$ cat config.mk
export PLATFORM = sky130hd
export DESIGN_NAME = llc_bus_req_queue
export DESIGN_NICKNAME = d
export VERILOG_FILES = /design/src/rtl/llc_pkg.sv /design/src/rtl/llc_req_fifo.sv /design/src/rtl/llc_bus_req_queue.sv
export SDC_FILE = /design/constraint.sdc
export NUM_CORES = 1
export LEC_CHECK = 0
export BUFFER_PORTS_ARGS = -buffer_cell sky130_fd_sc_hd__buf_2
export CAP_MARGIN = 20
export CORE_ASPECT_RATIO = 0.9
export CORE_MARGIN = 2
export CORE_UTILIZATION = 40
export DETAILED_ROUTE_END_ITERATION = 8
export SYNTH_ARGS = -nofsm -noshare
export SYNTH_HDL_FRONTEND = slang
export SYNTH_HIERARCHICAL = 1
export SYNTH_SLANG_ARGS = --single-unit
$ cat constraint.sdc
create_clock -name clk -period 5.1 [get_ports clk]
set_input_delay 0.765 -clock clk [delete_from_list [all_inputs] [get_ports clk]]
set_output_delay 0.765 -clock clk [all_outputs]
set_load 0.1 [all_outputs]
$ cat src/rtl/llc_pkg.sv
// Shared types for the LLC and its bus request queue: bus operation and
// snoop result encodings, FSM state, and small helpers.
package llc_pkg;

    localparam int ADDR_BITS_DEF = 32;

    typedef enum logic [1:0] {
        OP_READ       = 2'd0,
        OP_WRITE      = 2'd1,
        OP_INVALIDATE = 2'd2,
        OP_RWIM       = 2'd3
    } bus_op_t;

    typedef enum logic [1:0] {
        SNP_HIT   = 2'd0,
        SNP_HITM  = 2'd1,
        SNP_NOHIT = 2'd2
    } snp_rslt_t;

    typedef enum logic [2:0] {
        ST_IDLE,
        ST_ARB,
        ST_SNOOP,
        ST_XFER,
        ST_RESP
    } state_e;

    // Statistics counters stick at all-ones instead of wrapping.
    function automatic logic [31:0] sat_inc(input logic [31:0] v);
        return (v == 32'hFFFF_FFFF) ? v : v + 32'd1;
    endfunction

    // The unused encoding 2'b11 on the bus is treated as nobody holding the line.
    function automatic snp_rslt_t snp_decode(input logic [1:0] raw);
        snp_rslt_t r;
        case (raw)
            2'd0:    r = SNP_HIT;
            2'd1:    r = SNP_HITM;
            default: r = SNP_NOHIT;
        endcase
        return r;
    endfunction

endpackage

$ cat src/rtl/llc_req_fifo.sv
// Synchronous request FIFO. Pointers carry one extra wrap bit so full and
// empty are distinguishable without a separate occupancy counter.
module llc_req_fifo #(
    parameter int WIDTH = 34,
    parameter int DEPTH = 4
) (
    input  logic             clk,
    input  logic             rst,
    input  logic             push,
    input  logic [WIDTH-1:0] wdata,
    input  logic             pop,
    output logic [WIDTH-1:0] rdata,
    output logic             full,
    output logic             empty
);

    localparam int AW = $clog2(DEPTH);
    localparam logic [AW:0] PTR_ONE = 1;

    logic [WIDTH-1:0] mem [DEPTH];
    logic [AW:0]      wr_ptr;
    logic [AW:0]      rd_ptr;
    logic             do_push;
    logic             do_pop;

    assign empty = (wr_ptr == rd_ptr);
    assign full  = (wr_ptr[AW] != rd_ptr[AW]) && (wr_ptr[AW-1:0] == rd_ptr[AW-1:0]);
    assign rdata = mem[rd_ptr[AW-1:0]];

    // A pop frees the head slot in the same cycle, so a push alongside it is accepted even when full.
    assign do_pop  = pop && !empty;
    assign do_push = push && (!full || do_pop);

    // Pointer update; wraps naturally modulo 2*DEPTH.
    always_ff @(posedge clk or posedge rst) begin
        if (rst) begin
            wr_ptr <= '0;
            rd_ptr <= '0;
        end else begin
            if (do_push) wr_ptr <= wr_ptr + PTR_ONE;
            if (do_pop)  rd_ptr <= rd_ptr + PTR_ONE;
        end
    end

    // Storage write; contents are don't-care until pointed at, so no reset.
    always_ff @(posedge clk) begin
        if (do_push) mem[wr_ptr[AW-1:0]] <= wdata;
    end

endmodule

$ cat src/rtl/llc_bus_req_queue.sv
// Buffers LLC bus operations, runs them one at a time on the system bus,
// retries READ/RWIM after a HITM snoop, and returns a completion pulse.
//
// state    | meaning
// ---------+----------------------------------------------------------
// ST_IDLE  | no op in flight; pop FIFO head when present
// ST_ARB   | bus_req asserted, waiting for bus_gnt
// ST_SNOOP | bus owned, waiting for the combined snoop strobe
// ST_XFER  | waiting for bus_done; decide retry or complete
// ST_RESP  | rsp_valid high for this single cycle
module llc_bus_req_queue
    import llc_pkg::*;
#(
    parameter int ADDR_BITS = ADDR_BITS_DEF,
    parameter int DEPTH     = 4,
    parameter int MAX_RETRY = 3
) (
    input  logic                 clk,
    input  logic                 rst,
    input  logic                 req_valid,
    output logic                 req_ready,
    input  logic [1:0]           req_op,
    input  logic [ADDR_BITS-1:0] req_addr,
    output logic                 rsp_valid,
    output logic [1:0]           rsp_op,
    output logic [ADDR_BITS-1:0] rsp_addr,
    output logic [1:0]           rsp_snoop,
    output logic                 bus_req,
    output logic [1:0]           bus_op,
    output logic [ADDR_BITS-1:0] bus_addr,
    input  logic                 bus_gnt,
    input  logic                 bus_snoop_valid,
    input  logic [1:0]           bus_snoop,
    input  logic                 bus_done,
    output logic [31:0]          ops_issued,
    output logic [31:0]          retries
);

    state_e                 state;
    bus_op_t                cur_op;
    logic [ADDR_BITS-1:0]   cur_addr;
    snp_rslt_t              cur_snp;
    logic [3:0]             retry_cnt;

    logic                   fifo_full;
    logic                   fifo_empty;
    logic                   fifo_pop;
    logic [ADDR_BITS+1:0]   fifo_rdata;
    logic                   retry_now;

    assign req_ready = !fifo_full;
    assign fifo_pop  = (state == ST_IDLE) && !fifo_empty;
    assign bus_op    = cur_op;
    assign bus_addr  = cur_addr;
    assign retry_now = ((cur_op == OP_READ) || (cur_op == OP_RWIM)) &&
                       (cur_snp == SNP_HITM) && (retry_cnt < 4'(MAX_RETRY));

    llc_req_fifo #(
        .WIDTH (2 + ADDR_BITS),
        .DEPTH (DEPTH)
    ) u_fifo (
        .clk   (clk),
        .rst   (rst),
        .push  (req_valid && req_ready),
        .wdata ({req_op, req_addr}),
        .pop   (fifo_pop),
        .rdata (fifo_rdata),
        .full  (fifo_full),
        .empty (fifo_empty)
    );

    // Transaction FSM with registered bus/response outputs and statistics.
    always_ff @(posedge clk or posedge rst) begin
        if (rst) begin
            state      <= ST_IDLE;
            cur_op     <= OP_READ;
            cur_addr   <= '0;
            cur_snp    <= SNP_HIT;
            retry_cnt  <= '0;
            bus_req    <= 1'b0;
            rsp_valid  <= 1'b0;
            rsp_op     <= '0;
            rsp_addr   <= '0;
            rsp_snoop  <= '0;
            ops_issued <= '0;
            retries    <= '0;
        end else begin
            rsp_valid <= 1'b0;
            case (state)
                ST_IDLE: begin
                    if (!fifo_empty) begin
                        cur_op    <= bus_op_t'(fifo_rdata[ADDR_BITS+1:ADDR_BITS]);
                        cur_addr  <= fifo_rdata[ADDR_BITS-1:0];
                        retry_cnt <= '0;
                        bus_req   <= 1'b1;
                        state     <= ST_ARB;
                    end
                end
                ST_ARB: begin
                    if (bus_gnt) begin
                        bus_req    <= 1'b0;
                        ops_issued <= sat_inc(ops_issued);
                        state      <= ST_SNOOP;
                    end
                end
                ST_SNOOP: begin
                    if (bus_snoop_valid) begin
                        cur_snp <= snp_decode(bus_snoop);
                        // Invalidates carry no data phase, so they complete straight from the snoop.
                        if (cur_op == OP_INVALIDATE) begin
                            rsp_valid <= 1'b1;
                            rsp_op    <= cur_op;
                            rsp_addr  <= cur_addr;
                            rsp_snoop <= snp_decode(bus_snoop);
                            state     <= ST_RESP;
                        end else begin
                            state <= ST_XFER;
                        end
                    end
                end
                ST_XFER: begin
                    if (bus_done) begin
                        if (retry_now) begin
                            retry_cnt <= retry_cnt + 4'd1;
                            retries   <= sat_inc(retries);
                            bus_req   <= 1'b1;
                            state     <= ST_ARB;
                        end else begin
                            rsp_valid <= 1'b1;
                            rsp_op    <= cur_op;
                            rsp_addr  <= cur_addr;
                            rsp_snoop <= cur_snp;
                            state     <= ST_RESP;
                        end
                    end
                end
                ST_RESP: state <= ST_IDLE;
                default: state <= ST_IDLE;
            endcase
        end
    end

endmodule

==> results.cfg, run 1 <==
[clock_tree]
cts_tree = yes
ctsRootBufferMaster = clkbuf_16
clock-sinks = 287
cts_setup_buffers = 0
clk_pin_slew_ps = 60
holdBufCountCts = 0
cts-htree-levels = 1
numCtsBuffers = 30
cts.path.max_buffers = 3
insertion_delay_ps = 560
cts_resized = 0

[placement]
dp_hpwl_um = 15500
io_buffers = 178
gp_congestion = 0.782

[timing]
tns_ps = 0
hold_viol = 0
tightestPinTransition_ps = 1010
skew_ps = 12.2
period_needed_ps = 3520
max_freq_mhz = 284
rsz0062_at_grt = no
post-route-period-util = 0.691
setup_viol = 0
drv_slew = 0
slew-limit-headroom = 0.328

[routing]
drtAntennaViolNets = 0
first_iter_violations = 374
drt_pass1_iterations = 6
dr_total_vias = 6778
routed_wl_um = 24400
wl_per_cell_um = 18.2
drc_errors = 0
viasPerCell = 5.05

[cells_and_area]
drive_above_1_share = 0.392
synthToLayoutAreaGrowth_pct = 19.4
fillers = 2538
nets = 972
mostFrequentLayoutCells = buf_2 (178), dfrtp_1 (149), edfxtp_1 (136), mux2_2 (65), xnor2_1 (39)
layout_commonest_cell = buf_2
multi_input_area_um2 = 3760
seq_area_um2 = 7870

[grt]
grt_remaining_overflow = 0
grt_pass1_vias = 6919
grt_start_max_net_pins = 86
track_usage = 0.160
antenna_found_initial = 7
grt_pass1_wl_um = 39100

[logic_synthesis]
yosysUniqueCellTypes = 56
ys_ff_latch = 287
ys.flop_type = dfrtp_1
synth_edf_count = 136
synth-seq-area-share = 0.665
syn-num-nets = 786
syn_area_per_cell_um2 = 16.1
ys_warn_count = 6
postSynthCellCount = 735
async_flop_share = 0.526
syn_area_um2 = 11800

[outcome]
status = finished, final reports clean

[worst_setup_path]
worstReg2RegStart = u_fifo/rd_ptr[1]
r2r_setup_slack_ps = 1580
crit_arrival_ps = 3710
path_max_fanout = 44
path_class = reg -> reg
worstPathRequired_ps = 5280
cp-startpoint = u_fifo/rd_ptr[1]
endpoint_kind = flop
crit_path_start_kind = flop

[die]
die-area_um2 = 31000
pin_count = 179
start_util = 0.408
dieHeight_um = 167
chipWidth_um = 185
num_rows = 59
core_area_um2 = 29000

[run]
maxCapViolCount = 0

[min_path]
min_path_type = in -> async
cell usage after synthesis, drive strengths merged (2+ instances only):
library cell | count | area [um^2]
nand2 | 30 | 113
inv | 14 | 52.6
and4 | 8 | 70.1
nand3b | 3 | 22.5
dfrtp | 151 | 3780
or2 | 2 | 12.5
nor4 | 19 | 161
nand2b | 2 | 12.5
xor2 | 28 | 272
a21oi | 5 | 28.8
clkbuf | 11 | 41.3
ha | 9 | 113
o31ai | 5 | 42.5
and3 | 15 | 93.8
mux2i | 2 | 20.0
and2 | 7 | 43.8
nand4 | 29 | 181
nand3 | 28 | 153
nor3 | 21 | 130
edfxtp | 136 | 4080
o41ai | 2 | 32.5
or4 | 2 | 18.8
o311ai | 2 | 25.0
nor2 | 14 | 52.6
mux2 | 73 | 841
o21ai | 4 | 20.0
mux4 | 34 | 766
xnor2 | 39 | 342
nor3b | 4 | 40.0
nor2b | 6 | 37.5
buf | 20 | 140
worst max-delay path, cell delays in order (launching register included):
cell and delay [ps]:
dfrtp_2 1030, xor2_4 310, nor3_1 130, nor4_2 210, buf_4 570, o41ai_2 210
inv_2 670
layer usage:
layer  track usage  vias to the layer above  wire length, um
met5             0                        -               52
li1              -                     3163                -
met3        0.0435                       37             1870
met4        0.0359                        8              441
met1         0.233                     3369            11300
met2         0.240                      201            10800
per-stage QoR:
stage	utilization	instance area [um^2]	setup WS (ps)	cells	hold slack (ps)
after CTS	0.487	14100	1460	1340	152
final	0.487	14100	1580	1342	169
after global placement	0.453	13100	1550	1285	477
after floorplan	-	11800	440	735	466
after global routing	0.487	14100	1270	1340	162
after detailed placement	0.453	13100	1470	1285	483
cell type report:
type                       count  area share
sequential                   287       0.557
clock inverter                15      0.0107
multi-input combinational    403       0.266
timing repair buffer         185      0.0677
clock buffer                  40      0.0593
antenna                        2    0.000354
tap                          396      0.0351
inverter                      14     0.00407
registers in the layout (all words and copies together) (netlist names):
name and count:
rsp_snoop 2, bus_req 1, u_fifo/rd_ptr 3, retries 32, u_fifo/wr_ptr 3, rsp_op 2, bus_op 2, rsp_valid 1
ops_issued 32, cur_snp 2, state 3, rsp_addr 32, u_fifo/mem 136, bus_addr 32, retry_cnt 4
kinds of logic (layout without fill, tap and decap cells):
logic type | Yosys count | after routing | synth area share
mux | 109 | 109 | 0.138
buf+inv | 45 | 254 | 0.0198
fa+ha+maj | 9 | 9 | 0.00952
compound gates | 24 | 24 | 0.0168
flops | 287 | 287 | 0.665
simple gates | 194 | 194 | 0.0999
xor+xnor | 67 | 67 | 0.0518
other cells | 0 | 2 | 0
worst paths after layout:
| check | cells past startpoint | end |
|---|---|---|
| max in group asynchronous | 3 | bus_addr[16] |
| setup / recovery | 6 | u_fifo/mem[3][23] |
| min in group clk | 1 | u_fifo/mem[1][20] |
| setup reg to reg | 6 | u_fifo/mem[3][23] |
| hold reg to reg | 1 | ops_issued[29] |
| hold / removal | 2 | u_fifo/wr_ptr[1] |
Power of run 1 is not shown: default switching activity piles up to over one toggle a cycle in this logic, so the estimate is an artifact.
==> inputs of run 2 (changes only) <==
Clock period 5.1 ns to 2.9 ns, I/O delays scaled along.
==> results.cfg, run 2 (synthesized netlist as in run 1, its figures left out) <==
[outcome]
status = finished, final reports clean

[cells_and_area]
drive_above_1_share = 0.400
layout_commonest_cell = buf_2
largest_register_ffs = 136
nets = 987
synthToLayoutAreaGrowth_pct = 21.5
fillers = 2488
mostFrequentLayoutCells = buf_2 (178), dfrtp_1 (148), edfxtp_1 (136), mux2_2 (65), xnor2_1 (39)

[grt]
grt_pass1_wl_um = 39400
grt_start_max_net_pins = 54
track_usage = 0.161
antenna_found_initial = 5
grt_remaining_overflow = 0
grt_pass1_vias = 7061

[placement]
place_ws_ps = 35.0
gp_congestion = 0.808
dp_hpwl_um = 16100
io_buffers = 178

[worst_setup_path]
crit_path_start_kind = flop
worstPathRequired_ps = 3070
crit_cells = 5
crit_path_max_incr_delay_ps = 830
crit_arrival_ps = 2970
path_class = reg -> reg
path_max_fanout = 34
slowest_stage = and3_2
cp_top_family = simple AND/OR/NAND/NOR gates
endpoint_kind = flop
ff2ff_path_depth = 5
crit_buf_inv = 0
crit_chain = xor2_2 -> nor3_1 -> nor4_2 -> or4_4 -> and3_2

[clock_tree]
cts.path.max_buffers = 3
insertion_delay_ps = 570
cts-htree-levels = 1
cts_tree = yes
clock-sinks = 287
cts_setup_buffers = 0
ctsRootBufferMaster = clkbuf_16
numCtsBuffers = 30
clk_pin_slew_ps = 60

[routing]
routed_wl_um = 24800
drt_pass1_iterations = 4
drtAntennaViolNets = 0
wl_per_cell_um = 18.2
viasPerCell = 5.08
drc_errors = 0
met2_length_um = 11200
m1WireLength_um = 11500
top_layer = met5
wl_met3_um = 1760
dr_total_vias = 6910
first_iter_violations = 392

[die]
num_rows = 59
dieHeight_um = 167
pin_count = 179
core_area_um2 = 29000
die-area_um2 = 31000
chipWidth_um = 185
start_util = 0.408

[timing]
skew_ps = 18.5
fin_ws_ps = 101
post-route-period-util = 0.965
max_freq_mhz = 357
drv_slew = 0
holdWs_ps = 77.5
rsz0062_at_grt = yes
tns_ps = 0
slew-limit-headroom = 0.361
period_needed_ps = 2800
tightestPinTransition_ps = 958
hold_viol = 0
setup_viol = 0

[min_path]
min_path_type = in -> reg
min_path_cells = 1

[run]
maxCapViolCount = 0
## run 2: cell types whose count changed in the layout (fill, tap and decap cells not counted), sizes merged
| cell | change |
|---|---|
| buf | +14 |
| inv | -2 |
| clkbuf | -1 |
| bufinv | +5 |
| dlygate4sd3 | +1 |
| clkinv | -4 |
| clkinvlp | +3 |
| diode | +2 |
## run 2: area by class of cell
| type | instances | area, um^2 | area share |
|---|---|---|---|
| Sequential cell | 287 | 7870 | 0.547 |
| Antenna cell | 4 | 10.0 | 0.000696 |
| Clock buffer | 39 | 815 | 0.0567 |
| Clock inverter | 17 | 288 | 0.0200 |
| Multi-Input combinational cell | 403 | 3760 | 0.262 |
| Timing Repair Buffer | 200 | 1080 | 0.0754 |
| Inverter | 14 | 60.1 | 0.00418 |
| Tap cell | 396 | 495 | 0.0345 |
## run 2: what timing repair did
action / in CTS / in global routing
hold endpoints to repair: 9 / 0
gates resized for setup: 1 / 0
endpoints found under the setup margin: 4 / 68
hold buffers: 1 / 0
## run 2: routing by layer
metal  track usage  vias up
met5             0        -
li1              -     3193
met1         0.232     3501
met4        0.0345        2
met3        0.0381       31
met2         0.250      183
## run 2: final timing paths
kind | startpoint | endpoint | slack, ps
max reg2reg | u_fifo/wr_ptr[0] | u_fifo/mem[2][27] | 100
max in group asynchronous | rst | retries[30] | 1640
min in group asynchronous | rst | rsp_op[1] | 350
min | req_addr[17] | u_fifo/mem[1][17] | 80
max | u_fifo/wr_ptr[0] | u_fifo/mem[2][27] | 100
min reg2reg | ops_issued[27] | ops_issued[27] | 480
## run 2: per-stage QoR
step	util	std cells	cell area, um^2
after floorplan	-	735	11800
after global placement	0.457	1299	13300
after detailed placement	0.457	1299	13300
after CTS	0.495	1356	14400
after global routing	0.495	1356	14400
final	0.496	1360	14400
## run 2: worst register-to-register path, cell delays in order, from the launching register on
cell and delay (ps):
dfrtp_1 460, xor2_2 370, nor3_1 140, nor4_2 370, or4_4 240, and3_2 830
Power of run 2 is left out for the same reason.
==> inputs of run 3 (changes only) <==
Settings changed: REMOVE_ABC_BUFFERS set to 1, SYNTH_HIERARCHICAL 1 to not set.
==> results.cfg, run 3 <==
[min_path]
min_path_cells = 1
hp-start = req_addr[6]
min_path_type = in -> reg
hold-path-endpoint = u_fifo.mem[2][6]

[timing]
fin_ws_ps = 504
slew-limit-headroom = 0.490
period_needed_ps = 2400
rsz0062_at_grt = no
setup_viol = 0
drv_slew = 0
hold_viol = 0
tightestPinTransition_ps = 766
post-route-period-util = 0.826
skew_ps = 21.5
max_freq_mhz = 417

[logic_synthesis]
ys_warn_count = 0
ys.flop_type = dfrtp_1
synth_edf_count = 136
synth_top_area_frac = 0.353
async_flop_share = 0.526
yosys-top-cells-area = edfxtp_1 (35%), dfrtp_1 (33%), mux2_2 (7.0%)
syn_area_per_cell_um2 = 16.0
postSynthCellCount = 721
synth-seq-area-share = 0.680
syn_area_um2 = 11600
ys_ff_latch = 287
synth_largest_area_cell = edfxtp_1
yosysUniqueCellTypes = 50
synth_commonest_cells = dfrtp_1 (151), edfxtp_1 (136), mux2_2 (72), xnor2_1 (39)
synth_most_common_cell = dfrtp_1

[grt]
grt_remaining_overflow = 0
grt_start_max_net_pins = 66
grt_pass1_vias = 6708
track_usage = 0.159
antenna_found_initial = 2
grt_pass1_wl_um = 37700

[cells_and_area]
layout_commonest_cell = buf_2
seq_area_um2 = 7870
largest_register_ffs = 136
nets = 974
mostFrequentLayoutCells = buf_2 (178), dfrtp_1 (149), edfxtp_1 (136), mux2_2 (72), xnor2_1 (39)
drive_above_1_share = 0.390
utilization = 0.487
synthToLayoutAreaGrowth_pct = 21.0
fillers = 2532
multi_input_area_um2 = 3550

[placement]
place_ws_ps = 526
dp_hpwl_um = 15300
gp_congestion = 0.787
io_buffers = 178

[routing]
dr_total_vias = 6709
drt_pass1_iterations = 4
first_iter_violations = 359
drc_errors = 0
viasPerCell = 5.10
routed_wl_um = 24000
drtAntennaViolNets = 0
wl_per_cell_um = 18.2

[clock_tree]
insertion_delay_ps = 560
cts.path.max_buffers = 3
clock-sinks = 287
clk_pin_slew_ps = 60
cts-htree-levels = 1
cts_tree = yes
cts_setup_buffers = 0
ctsRootBufferMaster = clkbuf_16
numCtsBuffers = 30

[worst_setup_path]
path_max_fanout = 13
cp_top_family = simple AND/OR/NAND/NOR gates
path_class = reg -> reg
worstReg2RegEnd = retries[31]
slowest_stage = or4_4
crit_path_max_incr_delay_ps = 620
crit_buf_inv = 2
ff2ff_path_depth = 8
worstPathRequired_ps = 3330
r2r_setup_slack_ps = 500
crit_path_start_kind = flop
crit_arrival_ps = 2830
crit_chain = inv_1 -> ha_1 -> nand4bb_1 -> or4_4 -> nor4_2 -> buf_4 -> nand4b_1 -> xnor2_1
endpoint_kind = flop
worstReg2RegStart = bus_op[0]

[die]
dieHeight_um = 165
pin_count = 179
num_rows = 59
chipWidth_um = 183
die-area_um2 = 30300
start_util = 0.403
core_area_um2 = 28700

[outcome]
status = finished, final reports clean

[run]
maxCapViolCount = 0
## run 3: changes by cell type after synthesis, moves of 4 or more
cell / change
mux2_2: +7
o21ai_0: +4
and4_1: -5
mux2_4: -5
nand4_1: -6
nand3_1: -5
nor2_1: +12
nor3_2: -4
buf_6: -4
nor4_1: -7
nand2_1: +4
## run 3: cell type report
| class | instances | area share |
|---|---|---|
| diodes | 2 | 0.000358 |
| clock buffers | 33 | 0.0552 |
| clock inverters | 23 | 0.0139 |
| inverters | 13 | 0.00384 |
| multi-input cells | 394 | 0.254 |
| flip-flops and latches | 287 | 0.562 |
| well taps | 366 | 0.0327 |
| repair buffers | 197 | 0.0785 |
## run 3: worst max-delay path by stage
| stage | start | endpoint | slack [ps] | cells after the start |
|---|---|---|---|---|
| 2_1_floorplan | u_fifo.rd_ptr[0] | u_fifo.rd_ptr[1] | -1740 | 4 |
| 6_report | bus_op[0] | retries[31] | 500 | 8 |
| 3_3_place_gp | bus_op[0] | retries[29] | 570 | 8 |
| 3_5_place_dp | bus_op[0] | retries[31] | 530 | 8 |
| 4_1_cts | bus_op[0] | retries[31] | 500 | 8 |
| 5_1_grt | bus_op[0] | retries[19] | 350 | 8 |
## run 3: per-stage QoR
stage	std cells	setup TNS (ps)	hold WS, ps	area, um^2
final	1315	0	88.9	14000
after global routing	1313	0	65.2	14000
after CTS	1313	0	59.1	14000
after detailed placement	1256	0	484	13000
after global placement	1256	0	481	13000
after floorplan	694	-500580	456	11400
## run 3: timing repair
action,in CTS,in global routing
hold buffers,1,0
endpoints found under the hold margin,30,0
gates resized for setup,0,0
## run 3: worst reg2reg max path: cells and delay by family (launching register included)
kind / cells / cell delay (ps)
buffers and inverters: 2 / 280
XOR/XNOR: 1 / 160
AND/OR/NAND/NOR: 4 / 1200
flip-flops: 1 / 360
adder cells (fa/ha/maj): 1 / 280
## run 3: routing by layer
metal  GRT usage  up-vias  wire [um]
met1       0.227     3388      11400
met3      0.0373       32       1420
li1            -     3125          -
met4      0.0375        0        401
met5           0        -          0
met2       0.247      164      10700
## run 3: logic make-up (layout without fill, tap and decap cells)
kind of cell | after synthesis | count (layout) | synth area share
AOI/OAI and AO/OA | 27 | 27 | 0.0173
xor gates and xnor gates | 66 | 66 | 0.0500
adders and majority gates | 9 | 9 | 0.00973
buffers and inverters | 40 | 266 | 0.0158
DFF | 287 | 287 | 0.680
muxes | 108 | 108 | 0.138
other | 0 | 2 | 0
and+or+nand+nor | 184 | 184 | 0.0896
Power of run 3 is left out for the same reason.
